## config.mk

```make
export PLATFORM = sky130hd
export DESIGN_NAME = real_stim_player
export DESIGN_NICKNAME = d
export VERILOG_FILES = /design/src/rtl/real_stim_player.sv
export SDC_FILE = /design/constraint.sdc
export NUM_CORES = 1
export LEC_CHECK = 0
export ABC_CLOCK_PERIOD_IN_PS = 8800
export CAP_MARGIN = 5
export CORE_UTILIZATION = 30
export DETAILED_ROUTE_END_ITERATION = 10
export DONT_BUFFER_PORTS = 1
export PLACE_DENSITY_LB_ADDON = 0.08
export SYNTH_ARGS = -nofsm -noshare
export SYNTH_HDL_FRONTEND = slang
export SYNTH_SLANG_ARGS = --single-unit
```

## constraint.sdc

```tcl
create_clock -name clk -period 8.8 [get_ports clk]
set_input_delay 1.76 -clock clk [delete_from_list [all_inputs] [get_ports clk]]
set_output_delay 1.76 -clock clk [all_outputs]
set_load 0.02 [all_outputs]
```

## src/rtl/real_stim_player.sv

```systemverilog
// Buffered real-valued stimulus player: loads signed fixed-point codes, then replays them with a programmable hold.
// Optional STIM_PLAYER_LOOP_CNT_EN adds a saturating loop_cnt output counting looped-pass wraps.
module real_stim_player #(
    parameter int WIDTH    = 25,
    parameter int EXPONENT = -16,
    parameter int DEPTH    = 16,
    parameter int HOLD_W   = 16
) (
    input  logic                       clk,
    input  logic                       rst,
    input  logic signed [WIDTH-1:0]    s_data,
    input  logic                       s_valid,
    output logic                       s_ready,
    input  logic                       clear,
    input  logic                       start,
    input  logic                       abort,
    input  logic                       loop_en,
    input  logic [HOLD_W-1:0]          hold_cycles,
    output logic signed [WIDTH-1:0]    v_out,
    output logic                       busy,
    output logic                       done,
`ifdef STIM_PLAYER_LOOP_CNT_EN
    output logic [15:0]                loop_cnt,
`endif
    output logic [$clog2(DEPTH):0]     count
);

    localparam int AW = $clog2(DEPTH);
    localparam int CW = AW + 1;

    if ((DEPTH < 2) || ((DEPTH & (DEPTH - 1)) != 0) || (EXPONENT < -1024) || (EXPONENT > 1024)) begin : g_bad_param
        $error("real_stim_player: DEPTH must be a power of two >= 2 and EXPONENT within range");
    end

    typedef enum logic {
        IDLE,
        PLAY
    } state_t;

    state_t                     state, state_nx;
    logic [CW-1:0]              count_nx;
    logic [AW-1:0]              rd_ptr, rd_ptr_nx, rd_addr;
    logic [HOLD_W-1:0]          hold_lat, hold_lat_nx;
    logic [HOLD_W-1:0]          hold_ctr, hold_ctr_nx;
    logic                       primed, primed_nx;
    logic signed [WIDTH-1:0]    v_out_nx;
    logic                       done_nx;
    logic                       beat, we, last;
    logic signed [WIDTH-1:0]    mem [DEPTH];
`ifdef STIM_PLAYER_LOOP_CNT_EN
    logic [15:0]                loop_cnt_nx;
`endif

    assign s_ready = !rst && (state == IDLE) && (count < CW'(DEPTH));
    assign beat    = s_valid && s_ready;
    assign we      = beat && !clear;
    assign busy    = (state == PLAY);
    assign last    = (CW'(rd_ptr) == (count - CW'(1)));

    always_comb begin
        state_nx    = state;
        count_nx    = count;
        rd_ptr_nx   = rd_ptr;
        rd_addr     = rd_ptr;
        hold_lat_nx = hold_lat;
        hold_ctr_nx = hold_ctr;
        primed_nx   = primed;
        v_out_nx    = v_out;
        done_nx     = 1'b0;
`ifdef STIM_PLAYER_LOOP_CNT_EN
        loop_cnt_nx = loop_cnt;
`endif
        case (state)
            IDLE: begin
                if (clear) begin
                    count_nx = '0;
                end else begin
                    if (beat) count_nx = count + CW'(1);
                    // post-write count so a same-cycle beat joins the playback
                    if (start && (count_nx != '0)) begin
                        state_nx    = PLAY;
                        hold_lat_nx = hold_cycles;
                        rd_ptr_nx   = '0;
                        hold_ctr_nx = '0;
                        primed_nx   = 1'b0;
`ifdef STIM_PLAYER_LOOP_CNT_EN
                        loop_cnt_nx = '0;
`endif
                    end
                end
            end
            PLAY: begin
                if (abort) begin
                    state_nx = IDLE;
                end else if (!primed) begin
                    // first PLAY cycle only fetches entry 0 into the output register
                    rd_addr     = '0;
                    v_out_nx    = mem[rd_addr];
                    primed_nx   = 1'b1;
                    hold_ctr_nx = '0;
                end else if (hold_ctr == hold_lat) begin
                    hold_ctr_nx = '0;
                    if (!last) begin
                        rd_ptr_nx = rd_ptr + AW'(1);
                        rd_addr   = rd_ptr + AW'(1);
                        v_out_nx  = mem[rd_addr];
                    end else if (loop_en) begin
                        rd_ptr_nx = '0;
                        rd_addr   = '0;
                        v_out_nx  = mem[rd_addr];
`ifdef STIM_PLAYER_LOOP_CNT_EN
                        if (loop_cnt != 16'hFFFF) loop_cnt_nx = loop_cnt + 16'd1;
`endif
                    end else begin
                        state_nx = IDLE;
                        done_nx  = 1'b1;
                    end
                end else begin
                    hold_ctr_nx = hold_ctr + HOLD_W'(1);
                end
            end
            default: state_nx = IDLE;
        endcase
    end

    always_ff @(posedge clk) begin
        if (we) mem[count[AW-1:0]] <= s_data;
    end

    always_ff @(posedge clk) begin
        if (rst) begin
            state    <= IDLE;
            count    <= '0;
            rd_ptr   <= '0;
            hold_lat <= '0;
            hold_ctr <= '0;
            primed   <= 1'b0;
            v_out    <= '0;
            done     <= 1'b0;
`ifdef STIM_PLAYER_LOOP_CNT_EN
            loop_cnt <= '0;
`endif
        end else begin
            state    <= state_nx;
            count    <= count_nx;
            rd_ptr   <= rd_ptr_nx;
            hold_lat <= hold_lat_nx;
            hold_ctr <= hold_ctr_nx;
            primed   <= primed_nx;
            v_out    <= v_out_nx;
            done     <= done_nx;
`ifdef STIM_PLAYER_LOOP_CNT_EN
            loop_cnt <= loop_cnt_nx;
`endif
        end
    end

endmodule
```

==> results of run 1 <==
-- cells in the mapped netlist, types with 2 or more instances --
cell type / n
o21ai_0: 7
inv_1: 31
buf_6: 4
o221ai_2: 20
nand3b_1: 4
nand2_1: 59
a22oi_1: 2
and3_1: 4
nor2_1: 33
nor3b_1: 2
and2_1: 3
o221ai_1: 6
a21o_1: 2
or4_1: 2
mux2i_1: 3
a211oi_2: 2
a31oi_1: 8
mux4_2: 125
nand2b_1: 6
xor2_1: 3
o21a_1: 2
xnor2_1: 19
nor2b_1: 5
buf_4: 10
edfxtp_1: 400
buf_2: 24
or2_1: 2
dfxtp_1: 69
clkbuf_1: 23
nand4_1: 7
o2111ai_1: 2
ha_1: 7
nand3_1: 21
a311oi_1: 2
a21oi_1: 55
or3_1: 9
nor3_1: 8
-- metal layers --
layer  part of all wire  global-route usage
met1               0.46               0.207
met2               0.47               0.240
met3              0.054              0.0300
met4              0.021              0.0457
met5                  0                   0
-- how the worst max path moves through the flow --
stage                              to                    from  cells past startpoint  slack (ns)
6_report                      s_ready                     rst                      1        4.82
5_1_grt        v_out[13]$_SDFFE_PP0P_  rd_ptr[0]$_SDFFE_PP0P_                      6        4.59
4_1_cts        v_out[13]$_SDFFE_PP0P_  rd_ptr[0]$_SDFFE_PP0P_                      6        4.69
3_5_place_dp      mem[5][4]$_DFFE_PP_                     rst                      4        4.50
3_3_place_gp      mem[5][5]$_DFFE_PP_                     rst                      4        4.47
2_1_floorplan                 s_ready                     rst                      3        4.42
-- area by class of cell --
cell class	count	area, um^2	share of cell area
sequential	469	13400	0.622
clock inverter	31	375	0.0174
clock buffer	68	1430	0.0666
tap	837	1050	0.0486
inverter	31	116	0.00540
timing repair buffer	14	105	0.00488
multi-input combinational	449	5060	0.235
-- logic make-up after synthesis --
logic type,synth area share
and+or+nand+nor,0.0460
AOI/OAI and AO/OA,0.0481
buffers and inverters,0.0236
xor gates and xnor gates,0.0103
muxes,0.152
DFF,0.715
adders and majority gates,0.00467
-- power breakdown --
group	internal (mW)	leakage [nW]	switching [mW]
sequential	2.42	4.16	0.0122
clock	1.39	0.882	0.917
combinational	0.0226	1.26	0.0376
total	3.83	6.30	0.967
-- registers in the layout, summed over array words and instances (netlist names) --
name and count:
hold_ctr 16, primed 1, done 1, mem 400, busy 1, rd_ptr 4
v_out 25, hold_lat 16, count 5
==> metrics, run 1 <==
initial antenna violation count 3; Least-Margin Pin Slew 1.13 ns; Worst Hold End hold_lat[15]$_SDFFE_PP0P_; Min-Delay Path Class register to register; dpl cell area 19700 um^2; Area growth, synth to finish 15.0%; post-synthesis sequential area ratio 0.715; crit path time final 3.98 ns; first-pass GRT wire length 69100 um; clk buf depth 3; biggest fanout along the worst timing path 46; r2r startpoint rd_ptr[0]$_SDFFE_PP0P_; htree depth 2; clock root cell clkbuf_16; Critical Path End Type output port; Post-Layout Cell Count 1899; Finished Cell Area 21500 um^2; Nets 1074; most frequent cells in the layout edfxtp_1 (400), mux4_2 (125), dfxtp_1 (68); Yosys top cell area share 0.641; max cap viols 0; Rel. slew slack 0.243; Final Max Slew Viols 0; EDFF count, synth 400; Finished Core Util 0.349; Worst Hold Launch hold_lat[15]$_SDFFE_PP0P_; biggest area consumer among synthesized cells edfxtp_1; Vias/cell 4.89; Crit-path slowest cell nor3_1; half-perimeter wire length after placement 25500 um; Placeable Area 61700 um^2; Total Power 4.79 mW; reg2reg end v_out[8]$_SDFFE_PP0P_; Yosys reg bits 469; Synth cell types 56; number of global-route vias before repair 9891; Worst Reg-to-Reg Cells 6; post-route clock skew 0.0259 ns; Synth Area per Inst 18.5 um^2; number of DRC markers in iteration 0 662; crit path buf inv count 0; Setup Viol. Count Final 0; Pwr Density 223 nW/um^2; DR WL/cell 24.6 um; Placed Cells incl. Taps 1800; final worst-path cycle share 0.453; crit path launch type primary input; antenna cells 0; post-synthesis cell count 1010; GRT Residual Overflow 0; syn_nets 1065; Total Routing Usage GR 0.150; Cell Area, Synth 18700 um^2; Hold WS 0.463 ns; WS Path Type primary input to output port; Hold Crit Depth 2; Final Hold Viols 0; gpl congestion 0.717; CTS clock-pin slew for the worst setup and hold paths 0.05 ns; post-route ant nets 0; CP Cell Sequence nor3_1; layout cells sized above 1 0.250; Peak supply drop 0.151 mV; crit path DAT 2.22 ns; CP top delay family simple AND/OR/NAND/NOR gates; Hold Buf Count CTS 0; Starting Density 0.304; Die H 252 um; setup TNS 0 ns; clock sink total 469; Peak Freq 0.251 GHz; IO Pins 81; PostCTS Resize Cnt 0; ys async rst share 0; Ys Warns 0; top cells by area, synth edfxtp_1 (64%), mux4_2 (15%), dfxtp_1 (7.4%); leakage power total 6.30 nW; Req. time, crit path 7.04 ns; run status finished, final reports clean; PnR worst setup slack 4.82 ns; largest net degree at the start of global routing 56; drt total wl 46700 um; RSZ-0062 raised after global routing false; TritonCTS clock tree done; CP max stage delay 0.46 ns; residual DRC count 0; # port buffers 0; clock latency on the worst-skew pair 0.61 ns; Reg2Reg Setup Slack 4.85 ns; Setup WS pre-CTS 4.50 ns; main flop type after synthesis edfxtp_1; die width 252 um; Filler cells 5863; commonest non-fill, non-tap cell in the layout edfxtp_1; Detailed Routing Iterations Pass 1 5; clock buffer count from CTS 54; Post-CTS Setup Inserts 0; row count 91; via count 9284; Die Footprint 63500 um^2
No activity file was read; power rests on OpenSTA's default activity.
==> run 2: changes to the inputs <==
Settings changed: ABC_CLOCK_PERIOD_IN_PS 8800 to 4000.
Clock period 8.8 ns to 4 ns, I/O delays scaled along.
==> metrics, run 2 (synthesis gave the netlist of run 1 again) <==
GRT Residual Overflow 0; Finished Core Util 0.354; number of DRC markers in iteration 0 717; RSZ-0062 raised after global routing false; Peak supply drop 0.288 mV; Placed Cells incl. Taps 1820; via count 9472; TritonCTS clock tree done; clock root cell clkbuf_16; post-route clock skew 0.0436 ns; Hold Buf Count CTS 0; Crit-path slowest cell or3b_2; max reg flops 400; crit path buf inv count 1; CP startpoint count[4]$_SDFFE_PP0N_; crit path time final 3.08 ns; max cap viols 0; most frequent cells in the layout edfxtp_1 (400), mux4_2 (125), dfxtp_1 (68); Filler cells 5825; Detailed Routing Iterations Pass 1 5; die width 252 um; Critical Path End Type register; Peak Freq 0.325 GHz; CTS clock-pin slew for the worst setup and hold paths 0.06 ns; commonest non-fill, non-tap cell in the layout edfxtp_1; post-route ant nets 0; dpl cell area 20000 um^2; DR WL/cell 25.3 um; CP endpoint v_out[3]$_SDFFE_PP0P_; Final Hold Viols 0; clock sink total 469; Final Max Slew Viols 0; Die H 252 um; Finished Cell Area 21900 um^2; setup TNS 0 ns; initial antenna violation count 5; run status finished, final reports clean; Total Routing Usage GR 0.156; clock latency on the worst-skew pair 0.62 ns; Post-CTS Setup Inserts 0; number of global-route vias before repair 9736; Worst Reg-to-Reg Cells 7; Die Footprint 63500 um^2; Vias/cell 4.93; Rel. slew slack 0.288; Pwr Density 491 nW/um^2; CP top delay family simple AND/OR/NAND/NOR gates; drt total wl 48600 um; half-perimeter wire length after placement 29300 um; Req. time, crit path 4.55 ns; IO Pins 81; Critical Path Stages 7; reg2reg end v_out[3]$_SDFFE_PP0P_; final worst-path cycle share 0.770; leakage power total 6.47 nW; Reg2Reg Setup Slack 0.92 ns; row count 91; layout cells sized above 1 0.271; crit path launch type register; Area growth, synth to finish 16.7%; r2r startpoint count[4]$_SDFFE_PP0N_; residual DRC count 0; gpl congestion 0.735; Post-Layout Cell Count 1922; antenna cells 0; # port buffers 0; clock buffer count from CTS 54; htree depth 2; Min-Delay Path Class primary input to register; crit path DAT 3.63 ns; Nets 1094; Setup Viol. Count Final 0; PostCTS Resize Cnt 0; Hold WS 0.264 ns; Least-Margin Pin Slew 1.07 ns; clk buf depth 3; Hold Crit Depth 0; CP max stage delay 0.88 ns; WS Path Type register to register; first-pass GRT wire length 71200 um; biggest fanout along the worst timing path 20; largest net degree at the start of global routing 73; CP Cell Sequence nor4bb_1 -> a22oi_1 -> a211oi_2 -> or3b_2 -> buf_4 -> o221ai_2 -> a21oi_1; Placeable Area 61700 um^2; Starting Density 0.304
-- run 2: where the power goes --
part,internal (mW),switching [mW]
Combinational,0.0514,0.0861
Sequential,5.32,0.0246
Clock,3.21,2.04
-- run 2: worst min path at each step --
stage	slack (ns)	end	startpoint
finish	0.26	mem[7][23]$_DFFE_PP_	s_data[23]
global route	0.23	hold_ctr[14]$_SDFFE_PP0P_	rst
detailed placement	0.46	hold_lat[1]$_SDFFE_PP0P_	hold_lat[1]$_SDFFE_PP0P_
global placement	0.45	hold_lat[7]$_SDFFE_PP0P_	hold_lat[7]$_SDFFE_PP0P_
CTS	0.22	hold_ctr[3]$_SDFFE_PP0P_	rst
floorplan	0.44	hold_lat[14]$_SDFFE_PP0P_	hold_lat[14]$_SDFFE_PP0P_
-- run 2: per-layer routing --
metal  up-vias  GRT usage  wire length (um)
met5         -          0                 0
met1      5071      0.239             24300
met2       209      0.223             20900
li1       4135          -                 -
met3        57     0.0338              2660
met4         0     0.0400               742
-- run 2: cell type report --
type,instances,area (um^2),share of cell area
flip-flops and latches,469,13400,0.613
clock inverters,24,369,0.0169
multi-input cells,449,5060,0.232
repair buffers,34,330,0.0151
well taps,837,1050,0.0479
inverters,31,116,0.00532
clock buffers,78,1540,0.0706
-- run 2: stage by stage --
step	total power, mW	setup WS (ns)
after detailed placement	5.59	0.913
after global placement	5.59	0.929
after global routing	11.1	0.774
final	10.7	0.921
after floorplan	5.55	0.672
after CTS	10.9	0.962
==> run 3: changes to the inputs <==
Settings changed: ABC_CLOCK_PERIOD_IN_PS 4000 to 3200.
Clock period 4 ns to 3.2 ns, I/O delays scaled along.
==> metrics, run 3 (synthesis gave the netlist of run 1 again) <==
max cap viols 0; CTS clock-pin slew for the worst setup and hold paths 0.06 ns; sequential cell area 13400 um^2; layout cells sized above 1 0.283; row count 91; Rel. slew slack 0.269; Starting Density 0.304; Placeable Area 61700 um^2; Detailed Routing Iterations Pass 1 5; Crit-path slowest cell dfxtp_1; TritonCTS clock tree done; gpl congestion 0.732; number of global-route vias before repair 9964; WS Path Type register to register; Die H 252 um; largest net degree at the start of global routing 47; clock sink total 469; half-perimeter wire length after placement 28300 um; clock buffer count from CTS 54; first-pass GRT wire length 69900 um; Min-Delay Path Class primary input to register; Total Power 13.3 mW; run status finished, final reports clean; most frequent cells in the layout edfxtp_1 (400), mux4_2 (125), dfxtp_1 (68); Peak Freq 0.357 GHz; max reg flops 400; clock latency on the worst-skew pair 0.63 ns; Nets 1115; Peak supply drop 0.431 mV; clock root cell clkbuf_16; # port buffers 0; CP Cell Sequence nor4bb_1 -> a22oi_1 -> a211oi_2 -> or3b_2 -> buf_4 -> o221ai_1 -> a21oi_1; IO Pins 81; htree depth 2; residual DRC count 0; Worst Hold Launch s_data[22]; biggest fanout along the worst timing path 11; commonest non-fill, non-tap cell in the layout edfxtp_1; global-route layer with the greatest usage met2; crit path DAT 3.33 ns; multi-input logic area 5060 um^2; crit path time final 2.80 ns; Hold WS 0.103 ns; Post-CTS Setup Inserts 0; crit path launch type register; r2r startpoint count[4]$_SDFFE_PP0N_; RSZ-0062 raised after global routing false; Setup Viol. Count Final 0; Critical Path End Type register; Area growth, synth to finish 17.9%; clk buf depth 3; Hold Buf Count CTS 0; post-route clock skew 0.0353 ns; final worst-path cycle share 0.874; post-route ant nets 0; Filler cells 5828; Pwr Density 601 nW/um^2; via count 9489; die width 252 um; Final Max Slew Viols 0; Die Footprint 63500 um^2; GR Util met2 0.241; Vias/cell 4.88; CP max stage delay 0.63 ns; drt total wl 47400 um; GRT Residual Overflow 0; Least-Margin Pin Slew 1.09 ns; DR WL/cell 24.4 um; setup TNS 0 ns; leakage power total 6.57 nW; CP startpoint count[4]$_SDFFE_PP0N_; Req. time, crit path 3.73 ns; met1 Resource Use GR 0.209; met3 Use GR 0.0343; initial antenna violation count 0; PostCTS Resize Cnt 0; Total Routing Usage GR 0.152; number of DRC markers in iteration 0 738; Final Hold Viols 0
[run 3: power by group]
part	switching (mW)	internal, mW
clock	2.55	3.86
combinational	0.108	0.0689
sequential	0.0301	6.65
[run 3: final timing paths]
kind	endpoint	slack (ns)	cells after the start
max	v_out[19]$_SDFFE_PP0P_	0.40	7
min	mem[2][22]$_DFFE_PP_	0.10	0
max reg2reg	v_out[19]$_SDFFE_PP0P_	0.40	7
min reg2reg	hold_lat[3]$_SDFFE_PP0P_	0.46	2
[run 3: critical path, delay by kind of cell, from the launching register on]
kind            cells  cell delay, ns
simple gates        2            0.93
compound gates      4            0.82
flops               1            0.63
buf+inv             1            0.34
[run 3: stage by stage]
step / setup WS (ns) / util / area [um^2] / std cells
6_report: 0.402 / 0.358 / 22100 / 1944
3_3_place_gp: 0.409 / 0.328 / 20200 / 1841
2_1_floorplan: 0.0321 / - / 18700 / 1010
3_5_place_dp: 0.380 / 0.328 / 20200 / 1841
5_1_grt: 0.101 / 0.358 / 22100 / 1943
4_1_cts: 0.356 / 0.358 / 22100 / 1943
[run 3: per-layer routing]
metal | vias up | wire length, um
met3 | 84 | 2550
met1 | 5023 | 21500
met2 | 192 | 22200
li1 | 4190 | -
met4 | 0 | 1090
met5 | - | 0
[run 3: layout make-up]
class                      instances  area share
clock buffer                      75      0.0679
clock inverter                    27      0.0166
multi-input combinational        449       0.229
sequential                       469       0.606
tap                              837      0.0474
timing repair buffer              55      0.0272
inverter                          31     0.00527
antenna                            1    0.000113
